--- src/rtl/spi_pkg.sv ---
// Shared types and constants for the SPI target endpoint.
package spi_pkg;

    // Frame-level states of the target controller.
    typedef enum logic [1:0] {
        ST_RESYNC,
        ST_IDLE,
        ST_ACTIVE,
        ST_DONE
    } spi_target_state_t;

    // Byte returned on miso when there is nothing queued to send.
    localparam logic [7:0] SPI_FILL_DEFAULT = 8'hFF;

endpackage

--- src/rtl/spi_sync_edge.sv ---
// Multi-stage synchronizer for one asynchronous pin, with edge detection
// on the synchronized level against a one-cycle delayed copy.
// STAGES must be at least 2.
module spi_sync_edge #(
    parameter int   STAGES  = 2,
    parameter logic RST_VAL = 1'b0
)(
    input  logic clk,
    input  logic rst,
    input  logic d,
    output logic level,
    output logic rise,
    output logic fall
);

    logic [STAGES-1:0] sync_q;
    logic [STAGES-1:0] sync_d;
    logic              dly_q;

    assign sync_d[0] = d;

    generate
        for (genvar gi = 1; gi < STAGES; gi++) begin : g_stage
            assign sync_d[gi] = sync_q[gi-1];
        end
    endgenerate

    // Shift the pin through the chain and keep a delayed copy of the output.
    always_ff @(posedge clk or posedge rst) begin
        if (rst) begin
            sync_q <= {STAGES{RST_VAL}};
            dly_q  <= RST_VAL;
        end else begin
            sync_q <= sync_d;
            dly_q  <= sync_q[STAGES-1];
        end
    end

    assign level = sync_q[STAGES-1];
    assign rise  =  sync_q[STAGES-1] & ~dly_q;
    assign fall  = ~sync_q[STAGES-1] &  dly_q;

endmodule

--- src/rtl/spi_target.sv ---
// SPI responder (mode 0, MSB first) running entirely in the clk domain.
// Received bytes are written to an RX FIFO; bytes popped from a show-ahead
// TX FIFO are returned on miso, or FILL when that FIFO is empty.
module spi_target
    import spi_pkg::*;
#(
    parameter int              DATA        = 8,
    parameter int              SYNC_STAGES = 2,
    parameter logic [DATA-1:0] FILL        = SPI_FILL_DEFAULT
)(
    input  logic            clk,
    input  logic            rst,
    input  logic            scsn,
    input  logic            sclk,
    input  logic            mosi,
    output logic            miso,
    output logic            miso_oe,
    output logic [DATA-1:0] wdata,
    output logic            wr,
    input  logic            full,
    input  logic [DATA-1:0] rdata,
    output logic            rd,
    input  logic            empty,
    output logic            busy,
    output logic            frame_done,
    output logic [15:0]     bytecount,
    output logic            overflow,
    output logic            underflow,
    output logic            abort,
    input  logic            clr_flags
);

    localparam int            BW       = $clog2(DATA);
    localparam logic [BW-1:0] LAST_BIT = BW'(DATA - 1);

    logic scsn_lvl, scsn_rise, scsn_fall;
    logic sclk_lvl, sclk_rise, sclk_fall;
    logic mosi_lvl, mosi_rise, mosi_fall;

    spi_sync_edge #(.STAGES(SYNC_STAGES), .RST_VAL(1'b0)) u_scsn_sync (
        .clk(clk), .rst(rst), .d(scsn),
        .level(scsn_lvl), .rise(scsn_rise), .fall(scsn_fall)
    );

    spi_sync_edge #(.STAGES(SYNC_STAGES), .RST_VAL(1'b0)) u_sclk_sync (
        .clk(clk), .rst(rst), .d(sclk),
        .level(sclk_lvl), .rise(sclk_rise), .fall(sclk_fall)
    );

    spi_sync_edge #(.STAGES(SYNC_STAGES), .RST_VAL(1'b0)) u_mosi_sync (
        .clk(clk), .rst(rst), .d(mosi),
        .level(mosi_lvl), .rise(mosi_rise), .fall(mosi_fall)
    );

    // Only the level of mosi and the edges of sclk are meaningful here.
    logic unused_sync;
    assign unused_sync = ^{sclk_lvl, mosi_rise, mosi_fall};

    spi_target_state_t state_q;
    logic [BW-1:0]     bitcnt_q;
    logic [DATA-2:0]   rxshift_q;
    // The MSB of the outgoing byte lives in miso_q; only the remaining bits are kept here.
    logic [DATA-2:0]   txshift_q;
    logic              miso_q, miso_oe_q, wr_q, rd_q, busy_q, frame_done_q;
    logic [DATA-1:0]   wdata_q;
    logic [15:0]       bytecount_q;
    logic              overflow_q, underflow_q, abort_q;

    logic [DATA-1:0] tx_load;
    logic [DATA-1:0] rx_byte;

    assign tx_load = empty ? FILL : rdata;
    assign rx_byte = {rxshift_q, mosi_lvl};

    // Frame controller: state, shift registers, FIFO strobes and sticky flags.
    always_ff @(posedge clk or posedge rst) begin
        if (rst) begin
            state_q      <= ST_RESYNC;
            bitcnt_q     <= '0;
            rxshift_q    <= '0;
            txshift_q    <= '0;
            miso_q       <= 1'b1;
            miso_oe_q    <= 1'b0;
            wr_q         <= 1'b0;
            rd_q         <= 1'b0;
            wdata_q      <= '0;
            busy_q       <= 1'b0;
            frame_done_q <= 1'b0;
            bytecount_q  <= '0;
            overflow_q   <= 1'b0;
            underflow_q  <= 1'b0;
            abort_q      <= 1'b0;
        end else begin
            wr_q         <= 1'b0;
            rd_q         <= 1'b0;
            frame_done_q <= 1'b0;
            // Clear first so that any set later in this block wins.
            if (clr_flags) begin
                overflow_q  <= 1'b0;
                underflow_q <= 1'b0;
                abort_q     <= 1'b0;
            end
            case (state_q)
                ST_RESYNC: begin
                    // Never join a frame that was already running when reset released.
                    if (scsn_lvl) state_q <= ST_IDLE;
                end
                ST_IDLE: begin
                    if (scsn_fall) begin
                        bytecount_q <= '0;
                        bitcnt_q    <= '0;
                        txshift_q   <= tx_load[DATA-2:0];
                        miso_q      <= tx_load[DATA-1];
                        if (empty) underflow_q <= 1'b1;
                        else       rd_q        <= 1'b1;
                        miso_oe_q   <= 1'b1;
                        busy_q      <= 1'b1;
                        state_q     <= ST_ACTIVE;
                    end
                end
                ST_ACTIVE: begin
                    if (scsn_rise) begin
                        // Chip-select release overrides any simultaneous sclk edge.
                        if (bitcnt_q != '0) abort_q <= 1'b1;
                        miso_oe_q    <= 1'b0;
                        miso_q       <= 1'b1;
                        frame_done_q <= 1'b1;
                        state_q      <= ST_DONE;
                    end else if (sclk_rise) begin
                        rxshift_q <= rx_byte[DATA-2:0];
                        if (bitcnt_q == LAST_BIT) begin
                            bitcnt_q <= '0;
                            if (bytecount_q != 16'hFFFF) bytecount_q <= bytecount_q + 16'd1;
                            if (!full) begin
                                wdata_q <= rx_byte;
                                wr_q    <= 1'b1;
                            end else begin
                                overflow_q <= 1'b1;
                            end
                        end else begin
                            bitcnt_q <= bitcnt_q + 1'b1;
                        end
                    end else if (sclk_fall) begin
                        if (bitcnt_q != '0) begin
                            miso_q    <= txshift_q[DATA-2];
                            txshift_q <= {txshift_q[DATA-3:0], 1'b0};
                        end else begin
                            txshift_q <= tx_load[DATA-2:0];
                            miso_q    <= tx_load[DATA-1];
                            if (empty) underflow_q <= 1'b1;
                            else       rd_q        <= 1'b1;
                        end
                    end
                end
                ST_DONE: begin
                    busy_q  <= 1'b0;
                    state_q <= ST_IDLE;
                end
                default: state_q <= ST_RESYNC;
            endcase
        end
    end

    assign miso       = miso_q;
    assign miso_oe    = miso_oe_q;
    assign wdata      = wdata_q;
    assign wr         = wr_q;
    assign rd         = rd_q;
    assign busy       = busy_q;
    assign frame_done = frame_done_q;
    assign bytecount  = bytecount_q;
    assign overflow   = overflow_q;
    assign underflow  = underflow_q;
    assign abort      = abort_q;

endmodule

--- config.mk ---
export PLATFORM = sky130hd
export DESIGN_NAME = spi_target
export DESIGN_NICKNAME = d
export VERILOG_FILES = /design/src/rtl/spi_pkg.sv /design/src/rtl/spi_sync_edge.sv /design/src/rtl/spi_target.sv
export SDC_FILE = /design/constraint.sdc
export NUM_CORES = 1
export LEC_CHECK = 0
export BUFFER_PORTS_ARGS = -buffer_cell sky130_fd_sc_hd__buf_4
export CELL_PAD_IN_SITES_DETAIL_PLACEMENT = 1
export CELL_PAD_IN_SITES_GLOBAL_PLACEMENT = 2
export CORE_MARGIN = 5
export CORE_UTILIZATION = 32
export DETAILED_ROUTE_END_ITERATION = 7
export PLACE_DENSITY_LB_ADDON = 0.1
export SETUP_SLACK_MARGIN = 0.05
export SLEW_MARGIN = 25
export SYNTH_ARGS = -nofsm -noshare
export SYNTH_HDL_FRONTEND = slang
export SYNTH_SLANG_ARGS = --single-unit
--- constraint.sdc ---
create_clock -name clk -period 1.8 [get_ports clk]
set_input_delay 0.27 -clock clk [delete_from_list [all_inputs] [get_ports clk]]
set_output_delay 0.27 -clock clk [all_outputs]
set_load 0.01 [all_outputs]
==> impl_metrics.py <==
metrics = {
    "pwr": {
        "power_leakage_nw": 2.17,
        "totalPowerFinal_mw": 4.98,
        "power_density_nw_per_um2": 1100,
        "ir_drop_uv": 486,
    },
    "cells_and_area": {
        "fin_area_um2": 4520,
        "nNetsFinal": 420,
        "drive_gt1_share_pct": 48.8,
        "num_antenna_cells": 0,
        "fillers": 966,
        "syn2layout_area_growth_pct": 55.8,
    },
    "cts": {
        "cts.sinks": 60,
        "cts_tree": "built",
        "clk_latency_ns": 0.34,
        "htreeDepth": 3,
        "cts_buffer_depth": 2,
        "cts_root_buffer": "clkbuf_8",
        "ctsHoldBuffers": 0,
        "cts-buffers-inserted": 9,
        "cts.clk_slew.worst_paths_ns": 0.07,
    },
    "routing": {
        "firstDrtPassIters": 4,
        "vias": 2579,
        "post_drt_via_cell_ratio": 5.08,
        "wl_um": 8760,
        "drc": 0,
        "drt_iter0_drc": 56,
        "ant_nets": 0,
        "routedWlPerCell_um": 17.3,
    },
    "job": {
        "maxCapViolCount": 0,
    },
    "synthesis": {
        "synthesis.nets": 302,
        "synth_top_area_share_pct": 50.9,
        "synth-seq-area-share_pct": 51.8,
        "netlist_area_um2": 2900,
        "synthTopCellsByCount": "dfrtp_1 (59), nand2_1 (27), nor2_1 (22)",
        "synth.avg_cell_area_um2": 10.5,
        "yosys-top-cells-area": "dfrtp_1 (51%), ha_1 (3.9%), mux2_1 (3.5%)",
        "synth_edf_count": 0,
        "yosys.area.top_type": "dfrtp_1",
        "ys.flop_type": "dfrtp_1",
        "ys_async_sr_fraction_pct": 100,
        "synth_warnings": 0,
        "ys_ff_latch": 60,
        "netlist-cell-type-count": 53,
        "syn-instance-count": 277,
        "synth.most_common_cell": "dfrtp_1",
    },
    "sta": {
        "hold_viol_final": 6,
        "slew_headroom_pct": 60.5,
        "fin_crit_sh_pct": 107,
        "fin_hold_ws_ns": -0.00344,
        "finClkSkew_ns": 0.00599,
        "tightest_slew_ns": 0.591,
        "setup_viol": 12,
        "period_needed_ns": 1.93,
        "report.final.slew_viol_count": 0,
        "max_clock_freq_mhz": 519,
        "setup_slack_ns": -0.128,
        "grt_setup_unrepaired": "true",
    },
    "worst_setup_path": {
        "critical_path_arrival_ns": 2.15,
        "cp-end-kind": "register",
        "worstPathRequired_ns": 2.03,
        "path_max_fanout": 6,
        "critPathKind": "reg2reg",
        "crit_path_start_kind": "register",
    },
    "placement": {
        "io_buffers": 48,
        "dpl.hpwl_um": 5970,
        "dpl_cell_area_um2": 3830,
        "gp_congestion": 0.723,
        "preCtsSetupSlack_ns": -0.0827,
    },
    "min_path": {
        "hold_path.class": "in2async",
    },
    "run_status": {
        "status": "finished with violations",
        "violations": "negative hold slack, negative setup slack",
    },
    "floorplan": {
        "die_y_um": 105,
        "dieArea_um2": 11100,
        "rows": 34,
        "start_util_pct": 33.1,
        "core_area_um2": 8760,
        "io_pins": 49,
        "die_w_um": 105,
    },
    "grt": {
        "grt_overflow": 0,
        "grt_use_total_pct": 16.3,
        "antenna_found_initial": 0,
        "grt_pass1_vias": 2908,
        "grt_pass1_wl_um": 14700,
        "grt_max_degree": 26,
    },
}
==> area by class of cell <==
class                   count  area, µm²  area share, %
well taps                 108        135           2.99
clock buffers              13        159           3.51
inverters                  12       52.6           1.16
repair buffers            118       1020           22.6
flip-flops and latches     60       1500           33.3
clock inverters             3       68.8           1.52
multi-input cells         194       1580           35.0
==> through the flow <==
stage                     setup TNS [ns]  util, %  hold WS [ns]  instances
final                             -0.991     51.6      -0.00344        508
after global routing               -2.71     51.6       0.00385        508
after CTS                         -0.225     48.9       0.00899        500
after detailed placement          -0.824     43.7         0.337        472
after global placement            -0.169     43.7         0.333        472
after floorplan                        0        -         0.301        277
==> repair_timing <==
item | CTS | global route
pin swaps | 16 | 4
cloned | 3 | 0
gates resized for setup | 15 | 36
buffers inserted | 9 | 9
setup endpoints to repair | 22 | 31
==> critical path, stage by stage, from the launching register on <==
cell and delay [ns]:
dfrtp_1 0.39, inv_2 0.08, ha_4 0.16, nand3b_1 0.13, nor2_2 0.21, a31oi_4 0.07, bufbuf_16 0.30, o31a_1 0.29
o21a_1 0.18
==> power breakdown <==
| group | internal (mW) | total, mW | leakage (nW) | switching [mW] |
|---|---|---|---|---|
| Clock | 0.860 | 1.42 | 0.114 | 0.558 |
| Sequential | 1.57 | 1.70 | 0.784 | 0.131 |
| Combinational | 0.942 | 1.86 | 1.28 | 0.923 |
| Total | 3.37 | 4.98 | 2.17 | 1.61 |
==> path summary, 6_finish.rpt <==
check                                 startpoint               endpoint  slack [ns]  cells past startpoint
setup / recovery                      state_q[1]          bytecount[11]       -0.13                      8
hold / removal                               rst  u_mosi_sync.sync_q[0]      -0.003                      2
setup reg to reg                      state_q[1]          bytecount[11]       -0.13                      8
hold reg to reg            u_sclk_sync.sync_q[0]  u_sclk_sync.sync_q[1]        0.35                      0
max in group asynchronous                    rst               wdata[5]        1.32                      3
min in group clk                            mosi  u_mosi_sync.sync_q[0]        0.04                      1
==> per-layer routing <==
metal	up-vias	global-route usage [%]	share of wire (%)
met3	10	4.95	3.8
met5	-	0	0
li1	1229	-	-
met1	1295	20.5	45
met4	0	3.74	1.1
met2	45	27.5	51
==> logic make-up (layout without fill, tap and decap cells) <==
group	Yosys count	in the layout	share of synthesized area (%)
AOI/OAI and AO/OA	54	55	12.2
adders and majority gates	9	9	3.88
buffers and inverters	24	146	4.09
DFF	60	60	51.8
muxes	22	22	8.28
and+or+nand+nor	108	108	19.8
==> flip-flops by register name (all words and copies together) (netlist names) <==
signal and count:
rd 1, u_sclk_sync.sync_q 2, abort 1, bitcnt_q 3, miso_oe 1, txshift_q 7
miso 1, wr 1, bytecount 16, u_scsn_sync.dly_q 1, u_scsn_sync.sync_q 2, underflow 1
overflow 1, u_sclk_sync.dly_q 1, busy 1, wdata 8, rxshift_q 7, u_mosi_sync.sync_q 2
frame_done 1, state_q 2
==> layout by cell type (no fill, tap or decap), types with 7 or more instances in the layout <==
master      n
a21oi_1    12
buf_4     105
clkbuf_8   11
dfrtp_1    58
inv_1       7
mux2_2      7
mux2_4      8
nand2_1    27
nand2b_1    9
nand3_1    12
nor2_1     21
o21ai_1     9
No activity file was read; power rests on OpenSTA's default activity.
